`src/rtl/if_fetch_stage_if.sv`:
```
// Instruction-memory request/response channel between the fetch stage and imem.
// One outstanding request at a time; response is a single-cycle pulse.
interface if_fetch_stage_if #(
    parameter int XLEN = 32
);
    logic            imem_req_valid;
    logic [XLEN-1:0] imem_req_addr;
    logic            imem_req_ready;
    logic            imem_rsp_valid;
    logic [31:0]     imem_rsp_data;

    modport master (
        output imem_req_valid,
        output imem_req_addr,
        input  imem_req_ready,
        input  imem_rsp_valid,
        input  imem_rsp_data
    );

    modport slave (
        input  imem_req_valid,
        input  imem_req_addr,
        output imem_req_ready,
        output imem_rsp_valid,
        output imem_rsp_data
    );
endinterface

```
`src/rtl/if_fetch_stage.sv`:
```
// RV32I fetch stage: PC generation, single-outstanding imem fetch, one-entry
// hold buffer for responses that land during a stall, and the IF/ID register.
module if_fetch_stage #(
    parameter int              XLEN     = 32,
    parameter logic [XLEN-1:0] RESET_PC = '0
) (
    input  logic             clk,
    input  logic             rst_n,
    input  logic             stall,
    input  logic             redirect_valid,
    input  logic [XLEN-1:0]  redirect_pc,
    if_fetch_stage_if.master imem,
    output logic             if_id_valid,
    output logic [XLEN-1:0]  if_id_pc,
    output logic [31:0]      if_id_instr,
    output logic [4:0]       if_id_opcode,
    output logic [4:0]       if_id_rs1,
    output logic [4:0]       if_id_rs2
);
    localparam logic [31:0] NOP = 32'h0000_0013;

    typedef enum logic [1:0] {S_REQ, S_WAIT, S_HOLD} state_t;

    state_t          state;
    logic [XLEN-1:0] pc;
    logic [XLEN-1:0] saved_pc;
    logic            kill;
    logic [XLEN-1:0] hold_pc;
    logic [31:0]     hold_instr;
    logic [XLEN-1:0] redirect_target;
    logic            load_fetch;
    logic            load_hold;

    assign redirect_target = redirect_pc & ~XLEN'(3);

    assign imem.imem_req_valid = rst_n && (state == S_REQ) && !redirect_valid;
    assign imem.imem_req_addr  = pc;

    assign load_fetch = (state == S_WAIT) && imem.imem_rsp_valid && !kill
                        && !redirect_valid && !stall;
    assign load_hold  = (state == S_HOLD) && !redirect_valid && !stall;

    // A bubble holds NOP, so these decode as addi x0 and never trigger a stall.
    assign if_id_opcode = if_id_instr[6:2];
    assign if_id_rs1    = if_id_instr[19:15];
    assign if_id_rs2    = if_id_instr[24:20];

    always_ff @(posedge clk) begin
        if (!rst_n) begin
            state       <= S_REQ;
            pc          <= RESET_PC;
            saved_pc    <= '0;
            kill        <= 1'b0;
            hold_pc     <= '0;
            hold_instr  <= NOP;
            if_id_valid <= 1'b0;
            if_id_pc    <= '0;
            if_id_instr <= NOP;
        end else begin
            case (state)
                S_REQ: begin
                    if (redirect_valid) begin
                        pc <= redirect_target;
                    end else if (imem.imem_req_ready) begin
                        saved_pc <= pc;
                        pc       <= pc + XLEN'(4);
                        state    <= S_WAIT;
                    end
                end
                S_WAIT: begin
                    if (redirect_valid) begin
                        pc <= redirect_target;
                    end
                    // A redirect with no response yet poisons the in-flight fetch.
                    if (imem.imem_rsp_valid) begin
                        kill <= 1'b0;
                        if (!kill && !redirect_valid && stall) begin
                            hold_pc    <= saved_pc;
                            hold_instr <= imem.imem_rsp_data;
                            state      <= S_HOLD;
                        end else begin
                            state <= S_REQ;
                        end
                    end else if (redirect_valid) begin
                        kill <= 1'b1;
                    end
                end
                S_HOLD: begin
                    if (redirect_valid) begin
                        pc    <= redirect_target;
                        state <= S_REQ;
                    end else if (!stall) begin
                        state <= S_REQ;
                    end
                end
                default: state <= S_REQ;
            endcase

            // Flush beats stall; stall beats any new load.
            if (redirect_valid) begin
                if_id_valid <= 1'b0;
                if_id_pc    <= '0;
                if_id_instr <= NOP;
            end else if (stall) begin
                if_id_valid <= if_id_valid;
            end else if (load_fetch) begin
                if_id_valid <= 1'b1;
                if_id_pc    <= saved_pc;
                if_id_instr <= imem.imem_rsp_data;
            end else if (load_hold) begin
                if_id_valid <= 1'b1;
                if_id_pc    <= hold_pc;
                if_id_instr <= hold_instr;
            end else begin
                if_id_valid <= 1'b0;
                if_id_pc    <= '0;
                if_id_instr <= NOP;
            end
        end
    end
endmodule
```
`src/flat_wrapper.sv`:
```
// flat-port wrapper written by rule: the top's interface ports become plain ports
module if_fetch_stage_flat 
#(
    parameter int              XLEN     = 32,
    parameter logic [XLEN-1:0] RESET_PC = '0
)
  (clk, rst_n, stall, redirect_valid, redirect_pc, if_id_valid, if_id_pc, if_id_instr, if_id_opcode, if_id_rs1, if_id_rs2, imem_imem_req_valid, imem_imem_req_addr, imem_imem_req_ready, imem_imem_rsp_valid, imem_imem_rsp_data);
  if_fetch_stage_if #(.XLEN(XLEN)) imem_i ();
  input  logic clk;
  input  logic rst_n;
  input  logic stall;
  input  logic redirect_valid;
  input  logic [XLEN-1:0] redirect_pc;
  output logic if_id_valid;
  output logic [XLEN-1:0] if_id_pc;
  output logic [31:0] if_id_instr;
  output logic [4:0] if_id_opcode;
  output logic [4:0] if_id_rs1;
  output logic [4:0] if_id_rs2;
  output wire logic [$bits(imem_i.imem_req_valid)-1:0] imem_imem_req_valid;
  output wire logic [$bits(imem_i.imem_req_addr)-1:0] imem_imem_req_addr;
  input wire logic [$bits(imem_i.imem_req_ready)-1:0] imem_imem_req_ready;
  input wire logic [$bits(imem_i.imem_rsp_valid)-1:0] imem_imem_rsp_valid;
  input wire logic [$bits(imem_i.imem_rsp_data)-1:0] imem_imem_rsp_data;
  assign imem_imem_req_valid = imem_i.imem_req_valid;
  assign imem_imem_req_addr = imem_i.imem_req_addr;
  assign imem_i.imem_req_ready = imem_imem_req_ready;
  assign imem_i.imem_rsp_valid = imem_imem_rsp_valid;
  assign imem_i.imem_rsp_data = imem_imem_rsp_data;
  if_fetch_stage #(.XLEN(XLEN), .RESET_PC(RESET_PC)) u_core (.clk(clk), .rst_n(rst_n), .stall(stall), .redirect_valid(redirect_valid), .redirect_pc(redirect_pc), .imem(imem_i), .if_id_valid(if_id_valid), .if_id_pc(if_id_pc), .if_id_instr(if_id_instr), .if_id_opcode(if_id_opcode), .if_id_rs1(if_id_rs1), .if_id_rs2(if_id_rs2));
endmodule
```
`config.mk`:
```
export PLATFORM = sky130hd
export DESIGN_NAME = if_fetch_stage_flat
export DESIGN_NICKNAME = d
export VERILOG_FILES = /design/src/rtl/if_fetch_stage_if.sv /design/src/rtl/if_fetch_stage.sv /design/src/flat_wrapper.sv
export SDC_FILE = /design/constraint.sdc
export NUM_CORES = 1
export LEC_CHECK = 0
export BUFFER_PORTS_ARGS = -buffer_cell sky130_fd_sc_hd__buf_2
export CORE_ASPECT_RATIO = 0.75
export CORE_MARGIN = 3
export CORE_UTILIZATION = 50
export DETAILED_ROUTE_END_ITERATION = 8
export PLACE_DENSITY = 0.75
export SYNTH_ARGS = -nofsm -noshare
export SYNTH_HDL_FRONTEND = slang
export SYNTH_SLANG_ARGS = --single-unit
```
`constraint.sdc`:
```
create_clock -name clk -period 5.05 [get_ports clk]
set_input_delay 0 -clock clk [delete_from_list [all_inputs] [get_ports clk]]
set_output_delay 0 -clock clk [all_outputs]
set_load 0.05 [all_outputs]
```
==> results of run 1 <==
placed cells by master, fill, tap and decap left out, drive strengths merged, types with 4 or more instances in the layout:
| cell | n |
|---|---|
| nor4 | 6 |
| and3 | 8 |
| a31oi | 63 |
| mux2i | 5 |
| nand4 | 8 |
| buf | 187 |
| dfxtp | 189 |
| ha | 5 |
| o22ai | 4 |
| o21ai | 18 |
| nand3 | 80 |
| a32o | 5 |
| o211ai | 4 |
| inv | 11 |
| a21oi | 116 |
| clkbuf | 18 |
| nor2 | 28 |
| clkinv | 5 |
| nand2 | 337 |
| nand2b | 4 |
| dlygate4sd3 | 62 |
| or3 | 4 |
| and2 | 4 |
| o31a | 6 |
| clkinvlp | 5 |
| nor3 | 9 |
worst max path at each step:
stage                                                 endpoint  cells after the start
floorplan           u_core.imem.imem_req_addr[22]$_SDFFE_PN0P_                      6
global placement                u_core.hold_pc[2]$_SDFFE_PN0P_                      7
detailed placement          u_core.hold_instr[14]$_SDFFE_PN0P_                      7
CTS                 u_core.imem.imem_req_addr[31]$_SDFFE_PN0P_                      7
global route         u_core.imem.imem_req_addr[9]$_SDFFE_PN0P_                      8
finish               u_core.imem.imem_req_addr[9]$_SDFFE_PN0P_                      8
power groups by stage:
stage	Clock [W]	Sequential, W	Combinational [W]
floorplan	0	0.00169	0.000219
global placement	0	0.00163	0.000403
detailed placement	0	0.00163	0.000407
CTS	0.00129	0.00160	0.000444
global route	0.00137	0.00160	0.000487
finish	0.00128	0.00160	0.000452
what timing repair did:
action,4_1_cts,5_1_grt
buffers inserted,0,0
hold buffers,62,0
hold endpoints to repair,94,0
resized for setup,0,0
per-layer routing:
| metal | up-vias | track usage [%] | share of wire, % |
|---|---|---|---|
| li1 | 3996 | - | - |
| met3 | 48 | 6.35 | 8.4 |
| met5 | - | 0 | 0 |
| met1 | 3790 | 36.4 | 45 |
| met2 | 357 | 40.4 | 44 |
| met4 | 0 | 8.61 | 2.2 |
stage by stage:
stage / total power (W) / utilization (%) / cells / instance area (sq um)
global placement: 0.00203 / 57.1 / 1350 / 8860
finish: 0.00333 / 64.7 / 1444 / 10000
detailed placement: 0.00204 / 57.1 / 1350 / 8860
floorplan: 0.00191 / - / 1060 / 8080
CTS: 0.00333 / 64.7 / 1443 / 10000
global route: 0.00346 / 64.7 / 1443 / 10000
cells in the mapped netlist (5+ instances only):
cell type	instances
dfxtp_1	189
and3_1	8
buf_4	18
nand2_1	336
nor2_1	28
inv_1	8
ha_1	5
clkbuf_1	75
nand3_1	78
o31a_1	6
a21oi_1	116
buf_2	5
nand4_1	7
o21ai_0	18
nor3_1	8
mux2i_1	5
a31oi_1	63
a32o_1	5
sequential cells by signal, indices dropped and copies added (netlist names):
signal and count:
u_core.if_id_valid 1, u_core.kill 1, u_core.state 2, u_core.hold_instr 32, u_core.if_id_instr 32, u_core.imem.imem_req_addr 30, u_core.saved_pc 30, u_core.hold_pc 30
u_core.if_id_pc 31
kinds of logic (layout without fill, tap and decap cells):
logic type	after synthesis	after routing	share of synthesized area, %
mux	5	5	0.620
other cells	1	3	0.0464
compound gates	246	246	18.4
buf+inv	111	289	6.07
fa+ha+maj	5	5	0.775
flops	189	189	46.9
simple gates	502	502	27.3
area by class of cell:
cell class	instances	area [sq um]
Antenna cell	1	2.50
Tap cell	205	256
Timing Repair Buffer	249	1580
Clock buffer	18	439
Clock inverter	13	118
Sequential cell	189	3780
Inverter	9	35.0
Multi-Input combinational cell	760	3830
Fill cell	1401	5480
==> impl_metrics.yaml, run 1 <==
clock_network:
  cts_tree: "yes"
  htreeDepth: 4
  cts.clk_slew.worst_paths_ns: 0.07
  cts_inserted_buffers: 17
  clkLatencyLatePin_ns: 0.43
  cts_max_path_buffers: 2
  root_buffer: "clkbuf_16"
  cts_sinks: 189
worst_setup_path:
  worstReg2RegStart: "u_core.state[0]$_SDFFE_PN0P_"
  r2r_cells: 8
  cp-end-kind: "flop"
  crit_required_ns: 5.35
  max_stage_delay_ns: 0.94
  arrival_ns: 2.93
  cp_max_fo: 10
  r2r_end: "u_core.imem.imem_req_addr[9]$_SDFFE_PN0P_"
  crit_start: "u_core.state[0]$_SDFFE_PN0P_"
  critPathBufInv: 2
  crit_type: "flop to flop"
  path_cells: "inv_1 > ha_1 > nor2b_1 > o31ai_1 > buf_4 > o21ai_0 > a22oi_1 > nor2_1"
  rrSetupSlack_ns: 2.42
  critPathLaunchType: "flop"
  slowest_stage: "o31ai_1"
  critPathTopFamily: "compound AO/OA/AOI/OAI gates"
route:
  first_pass_iters: 5
  wirelength_um: 23500
  vias: 8191
  routedWlPerCell_um: 16.2
  drtIter0Drc: 669
  vias_per_cell: 5.67
  drtAntennaViolNets: 0
  remaining_drc_errors: 0
power:
  p_leak_nw: 3.74
  vdd_drop_max_mv: 0.203
  p_comb_share_pct: 13.6
  power.density_nw_per_um2: 332
  intPower_w: 0.00237
  p_sw_w: 0.000961
  p_seq_share_pct: 48.0
  p_clk_share_pct: 38.4
  p_sw_share_pct: 28.9
timing:
  fin_crit_sh_pct: 52.1
  fin_ws_ns: 2.42
  fin_worst_skew_ns: 0.00626
  final-setup-viol-count: 0
  rsz0062_at_grt: "false"
  finalHoldViolations: 0
  fin_tns_setup_ns: 0
  fin_crit_ns: 2.63
  hold_slack_ns: 0.0165
  fmax_mhz: 380
  worstMarginPinSlew_ns: 1.20
  slew_violations: 0
  slew_headroom_pct: 19.9
logic_synthesis:
  synth_enable_flop_cells: 0
  synth-seq-area-share_pct: 46.9
  ys_ff_latch: 189
  yosysWarnings: 0
  synthTopCellsByArea: "dfxtp_1 (47%), nand2_1 (16%), a21oi_1 (7.2%), a31oi_1 (4.9%), nand3_1 (4.8%)"
  avgSynthCellArea_sq_um: 7.63
  ys.flop_type: "dfxtp_1"
  syn_inst: 1059
  synth_top_area_share_pct: 46.9
  netlist.top_cell.by_area: "dfxtp_1"
  synthDistinctLibCells: 58
  async_reset_ff_share_pct: 0
  syn-cell-area_sq_um: 8080
min_path:
  worstHoldEndpoint: "u_core.hold_instr[0]$_SDFFE_PN1P_"
  hold_path_class: "input port to flop"
  whs_path_depth: 2
  hp-start: "rst_n"
global_routing:
  grt_max_degree: 69
  grt_pass1_vias: 7450
  grt_use_total_pct: 26.2
  grt_pass1_wl_um: 38100
  antenna_found_initial: 0
  grt.overflow.total: 0
place:
  pre_cts_ws_ns: 2.48
  portBuffers: 178
  gp_congestion: 0.929
  place_hpwl_um: 14000
die:
  fp-row-count: 39
  start_util_pct: 52.0
  die_h_um: 116
  io_pins: 183
  core_area_sq_um: 15500
  die_area_sq_um: 17700
  dieWidth_um: 153
outcome:
  status: "completed"
finish:
  syn_to_final_growth_pct: 24.3
  drive_above_1_share_pct: 19.1
  nets: 1301
flow_run:
  maxCapViolations: 0
Power figures use the tool's default switching activity.
==> run 2, diff against run 1 <==
--- a/config.mk
+++ b/config.mk
@@ -8,9 +8,9 @@
 export BUFFER_PORTS_ARGS = -buffer_cell sky130_fd_sc_hd__buf_2
 export CORE_ASPECT_RATIO = 0.75
 export CORE_MARGIN = 3
-export CORE_UTILIZATION = 50
+export CORE_UTILIZATION = 49
 export DETAILED_ROUTE_END_ITERATION = 8
-export PLACE_DENSITY = 0.75
+export PLACE_DENSITY = 0.76
 export SYNTH_ARGS = -nofsm -noshare
 export SYNTH_HDL_FRONTEND = slang
 export SYNTH_SLANG_ARGS = --single-unit
==> constraint.sdc (replaced) <==
create_clock -name clk -period 2.31 [get_ports clk]
set_input_delay 0 -clock clk [delete_from_list [all_inputs] [get_ports clk]]
set_output_delay 0 -clock clk [all_outputs]
set_load 0.05 [all_outputs]
==> run 2 against run 1 <==
  * Sequential power increased by 120%
  * Largest cell class unchanged
  * Critical endpoint is now u_core.imem.imem_req_addr[17]$_SDFFE_PN0P_
  * Routed wire length rose by 4.8%
  * Clock power rose by 120%
  * Via count grew 1.5%
  * Hold slack improved by 0.016 ns
==> impl_metrics.yaml, run 2 (synthesized netlist as in run 1, its figures left out) <==
timing:
  final-setup-viol-count: 0
  slew_violations: 0
  fin_crit_ns: 2.19
  slew_headroom_pct: 59.8
  worstMarginPinSlew_ns: 0.603
  fmax_mhz: 457
  fin_crit_sh_pct: 94.7
  fin_ws_ns: 0.122
  fin_worst_skew_ns: 0.00793
  fin_tns_setup_ns: 0
  rsz0062_at_grt: "true"
  hold_slack_ns: 0.0329
  finalHoldViolations: 0
die:
  core_area_sq_um: 15700
  die_h_um: 117
  start_util_pct: 51.6
  die_area_sq_um: 18100
  io_pins: 183
  fp-row-count: 39
  dieWidth_um: 154
clock_network:
  cts_tree: "yes"
  cts.clk_slew.worst_paths_ns: 0.07
  clkLatencyLatePin_ns: 0.44
  htreeDepth: 4
  cts_max_path_buffers: 2
  cts_setup_buffers: 0
  root_buffer: "clkbuf_16"
  cts_inserted_buffers: 17
  cts_sinks: 189
power:
  p_sw_share_pct: 29.6
  power.density_nw_per_um2: 716
  vdd_drop_max_mv: 0.509
  p_comb_share_pct: 14.8
  p_leak_nw: 3.92
  p_seq_share_pct: 46.7
  intPower_w: 0.00523
  p_clk_share_pct: 38.5
  p_sw_w: 0.00219
  p_total_w: 0.00743
finish:
  drive_above_1_share_pct: 21.3
  mostFrequentLayoutCell: "nand2_1"
  syn_to_final_growth_pct: 28.4
  final_cell_mix: "nand2_1 (335), dfxtp_1 (187), buf_2 (178)"
  nets: 1335
  top_regs: "u_core.hold_instr: 32 flops, u_core.if_id_instr: 32 flops, u_core.if_id_pc: 31 flops"
outcome:
  status: "completed"
route:
  vias: 8311
  drtIter0Drc: 789
  first_pass_iters: 5
  remaining_drc_errors: 0
  wirelength_um: 24600
  drtAntennaViolNets: 0
  vias_per_cell: 5.62
  routedWlPerCell_um: 16.6
worst_setup_path:
  crit_required_ns: 2.67
  worst_path_most_repeated_cell: "a21oi_1"
  cp-end-kind: "flop"
  slowest_stage: "or3_1"
  critPathBufInv: 1
  critPathLaunchType: "flop"
  crit_cells: 7
  r2r_cells: 7
  path_cells: "inv_1 > ha_1 > or2_2 > or3_1 > nor4_1 > a21oi_1 > a21oi_1"
  crit_type: "flop to flop"
  arrival_ns: 2.54
  max_stage_delay_ns: 0.48
  cp_max_fo: 6
  critPathTopFamily: "simple AND/OR/NAND/NOR gates"
flow_run:
  maxCapViolations: 0
global_routing:
  grtUsageMet2_pct: 43.0
  top_usage_layer: "met2"
  grt_use_total_pct: 27.1
  grt.overflow.total: 0
  use_met1_pct: 37.9
  grt_pass1_wl_um: 39900
  grt_max_degree: 47
  met3_usage_pct: 5.84
  antenna_found_initial: 2
  grt_pass1_vias: 7793
place:
  place_hpwl_um: 15700
  gp_congestion: 0.912
  pre_cts_ws_ns: 0.114
  portBuffers: 178
min_path:
  whs_path_depth: 4
  hold_path_class: "input port to flop"
run 2: changes by cell type in the layout (fill, tap and decap cells not counted):
cell	delta
buf_4	+26
buf_12	+4
dlygate4sd3_1	+4
clkinv_4	+2
clkinvlp_4	-2
dfxtp_1	-2
dfxtp_2	+2
inv_6	+2
clkbuf_8	-1
nand2_1	-1
nand2_2	+1
nor3_2	-1
nor3_4	+1
run 2: layout make-up:
cell class / instances / area, sq um
Antenna cell: 1 / 2.50
Clock buffer: 17 / 425
Clock inverter: 15 / 138
Fill cell: 1366 / 5290
Inverter: 9 / 35.0
Multi-Input combinational cell: 760 / 3830
Sequential cell: 189 / 3790
Tap cell: 205 / 256
Timing Repair Buffer: 283 / 1890
run 2: repair_timing:
item	CTS	global route
endpoints found under the setup margin	0	4
resized for setup	0	6
hold buffers	66	0
endpoints found under the hold margin	94	0
run 2: metal layers:
metal / wire (um) / part of all wire [%] / vias to the layer above
met4: 287 / 1.2 / 2
met1: 10800 / 44 / 3892
li1: - / - / 4046
met3: 2140 / 8.7 / 27
met2: 11300 / 46 / 344
met5: 16 / 0.065 / -
run 2: power by group through the flow:
stage	registers, W	clock network [W]	logic, W
after floorplan	0.00370	0	0.000480
after CTS	0.00346	0.00289	0.00108
final	0.00346	0.00286	0.00110
after detailed placement	0.00353	0	0.000993
after global placement	0.00353	0	0.000983
after global routing	0.00347	0.00302	0.00119
run 2: metrics by stage:
stage               std cells  cell area [sq um]  utilization, %
finish                   1479              10400            66.2
global route             1479              10400            66.2
CTS                      1478              10300            66.1
detailed placement       1380               9130            58.3
global placement         1380               9130            58.3
floorplan                1060               8080               -
run 2: worst register-to-register path, delay by kind of cell (launching register included):
kind,cells,cell delay (ns)
buffers and inverters,1,0.10
and+or+nand+nor,3,1.10
DFF,1,0.37
adders and majority gates,1,0.34
AOI/OAI and AO/OA,2,0.21
run 2: path summary, 6_finish.rpt:
check / startpoint / slack (ns) / to
min reg2reg: u_core.hold_pc[16]$_SDFFE_PN0P_ / 0.46 / u_core.hold_pc[16]$_SDFFE_PN0P_
max reg2reg: u_core.state[0]$_SDFFE_PN0P_ / 0.12 / u_core.imem.imem_req_addr[17]$_SDFFE_PN0P_
max: u_core.state[0]$_SDFFE_PN0P_ / 0.12 / u_core.imem.imem_req_addr[17]$_SDFFE_PN0P_
min: redirect_pc[25] / 0.03 / u_core.imem.imem_req_addr[25]$_SDFFE_PN0P_
==> run 3, diff against run 2 <==
--- a/config.mk
+++ b/config.mk
@@ -5,6 +5,7 @@
 export SDC_FILE = /design/constraint.sdc
 export NUM_CORES = 1
 export LEC_CHECK = 0
+export ABC_AREA = 1
 export BUFFER_PORTS_ARGS = -buffer_cell sky130_fd_sc_hd__buf_2
 export CORE_ASPECT_RATIO = 0.75
 export CORE_MARGIN = 3
==> run 3 against run 2 <==
  * Sequential power increased by 21%
  * Register-to-register slack improved by 0.23 ns
  * Clock-buffer cell count did not move
  * Non-clock buffer count fell by 26
  * Critical path type unchanged
==> impl_metrics.yaml, run 3 <==
clock_network:
  cts_tree: "yes"
  root_buffer: "clkbuf_16"
  cts_max_path_buffers: 2
  clkLatencyLatePin_ns: 0.43
  cts_repair_resize_count: 0
  htreeDepth: 4
  cts_hold_buf: 65
  cts_sinks: 189
  cts_inserted_buffers: 17
  cts_setup_buffers: 0
  cts.clk_slew.worst_paths_ns: 0.07
logic_synthesis:
  ys.flop_type: "dfxtp_1"
  syn_inst: 1221
  synth_enable_flop_cells: 0
  synth_top_area_share_pct: 44.2
  netlist.top_cell.by_area: "dfxtp_1"
  synthDistinctLibCells: 36
  yosysMostFrequentCell: "nand2_1"
  avgSynthCellArea_sq_um: 7.02
  yosys-top-cells-count: "nand2_1 (219), o21ai_0 (213), dfxtp_1 (189)"
  yosysWarnings: 0
  synthTopCellsByArea: "dfxtp_1 (44%), o21ai_0 (12%), a21oi_1 (10%), nand2_1 (9.6%), inv_1 (5.6%)"
  synth-seq-area-share_pct: 44.2
  syn-cell-area_sq_um: 8570
  ys_ff_latch: 189
  async_reset_ff_share_pct: 0
timing:
  slew_violations: 0
  final-setup-viol-count: 0
  fin_tns_setup_ns: 0
  fin_crit_ns: 1.96
  slew_headroom_pct: 39.5
  fmax_mhz: 510
  finalHoldViolations: 0
  worstMarginPinSlew_ns: 0.908
  fin_worst_skew_ns: 0.00956
  rsz0062_at_grt: "false"
  fin_crit_sh_pct: 84.9
  hold_slack_ns: 0.0448
finish:
  mostFrequentLayoutCell: "nand2_1"
  final_cell_mix: "nand2_1 (219), o21ai_0 (213), dfxtp_1 (189)"
  drive_above_1_share_pct: 18.3
  diodes: 0
  nets: 1478
  utilization_pct: 62.9
  stdcell_area_sq_um: 10700
  top_regs: "u_core.hold_instr: 32 flops, u_core.if_id_instr: 32 flops, u_core.if_id_pc: 31 flops"
  final-instance-count-excl-fill: 1652
  syn_to_final_growth_pct: 24.7
power:
  p_leak_nw: 4.26
  p_sw_w: 0.00423
  p_clk_share_pct: 28.2
  p_sw_share_pct: 40.6
  p_comb_share_pct: 31.6
  intPower_w: 0.00621
  power.density_nw_per_um2: 977
  p_seq_share_pct: 40.2
  vdd_drop_max_mv: 1.11
global_routing:
  grt_max_degree: 101
  grt_pass1_wl_um: 36700
  grt_use_total_pct: 23.5
  grt.overflow.total: 0
  grt_pass1_vias: 7329
  antenna_found_initial: 0
die:
  die_h_um: 121
  core_area_sq_um: 17000
  die_area_sq_um: 19100
  fp-row-count: 41
  dieWidth_um: 159
  start_util_pct: 50.5
  io_pins: 183
min_path:
  whs_path_depth: 5
  hold_path_class: "input port to flop"
outcome:
  status: "completed"
worst_setup_path:
  arrival_ns: 2.32
  crit_type: "flop to flop"
  cp-end-kind: "flop"
  critPathLaunchType: "flop"
  crit_required_ns: 2.67
  r2r_cells: 9
  cp_max_fo: 20
place:
  dp.cells: 1555
  portBuffers: 178
  place_hpwl_um: 15000
  place_area_sq_um: 9450
  gp_congestion: 0.940
route:
  first_pass_iters: 7
  wirelength_um: 22800
  vias_per_cell: 5.14
  drtAntennaViolNets: 0
  drtIter0Drc: 616
  routedWlPerCell_um: 13.8
  vias: 8484
  remaining_drc_errors: 0
flow_run:
  maxCapViolations: 0
[run 3: cell types whose count changed in the layout (fill, tap and decap cells not counted), moves of 25 or more]
cell,change
o21ai_0,+195
nand3_1,-43
inv_1,+120
a21oi_1,+62
nand2_1,-116
buf_4,-25
nor2_1,+57
a31oi_1,-62
[run 3: worst max-delay path, stage by stage (launching register included)]
cell     delay, ns
dfxtp_1       0.38
inv_1         0.08
ha_1          0.32
nor2_2        0.20
inv_1         0.33
nor2_1        0.24
nand3_1       0.09
nand2_1       0.07
nand2_1       0.04
a21oi_1       0.13
[run 3: power groups by stage]
stage / clock, W / sequential (W) / combinational [W]
after floorplan: 0 / 0.00488 / 0.00180
after detailed placement: 0 / 0.00427 / 0.00320
final: 0.00294 / 0.00420 / 0.00330
after global routing: 0.00314 / 0.00427 / 0.00366
after global placement: 0 / 0.00425 / 0.00315
after CTS: 0.00299 / 0.00419 / 0.00330
[run 3: kinds of logic (layout without fill, tap and decap cells)]
family | after synthesis | in the layout | synth area share, %
AO/OA/AOI/OAI | 428 | 428 | 25.7
AND/OR/NAND/NOR | 370 | 370 | 17.7
buffers and inverters | 227 | 421 | 11.5
flip-flops | 189 | 189 | 44.2
adder cells (fa/ha/maj) | 5 | 5 | 0.730
other | 1 | 2 | 0.0438
XOR/XNOR | 1 | 1 | 0.102
[run 3: cell type report]
class | instances | area (sq um)
Fill cell | 1525 | 6290
Multi-Input combinational cell | 806 | 3820
Sequential cell | 189 | 3780
Timing Repair Buffer | 257 | 1700
Inverter | 132 | 498
Clock buffer | 17 | 425
Tap cell | 236 | 295
Clock inverter | 15 | 164
[run 3: per-layer routing]
layer / GRT usage, % / up-vias / part of all wire [%]
li1: - / 4341 / -
met1: 32.9 / 3848 / 46
met2: 36.8 / 272 / 46
met3: 5.65 / 23 / 7.1
met4: 5.43 / 0 / 1.1
met5: 0 / - / 0
[run 3: path summary, 6_finish.rpt]
kind	from	endpoint	slack, ns
worst max register to register	u_core.state[0]$_SDFFE_PN0P_	u_core.imem.imem_req_addr[20]$_SDFFE_PN0P_	0.35
worst min-delay path	redirect_pc[11]	u_core.imem.imem_req_addr[11]$_SDFFE_PN0P_	0.04
worst max-delay path	u_core.state[0]$_SDFFE_PN0P_	u_core.imem.imem_req_addr[20]$_SDFFE_PN0P_	0.35
worst min register to register	u_core.hold_pc[9]$_SDFFE_PN0P_	u_core.hold_pc[9]$_SDFFE_PN0P_	0.45
[run 3: per-stage QoR]
step	power, W	setup slack, ns
after floorplan	0.00669	0.455
after global placement	0.00740	0.440
after detailed placement	0.00747	0.384
after CTS	0.0105	0.360
after global routing	0.0111	0.0906
final	0.0104	0.349
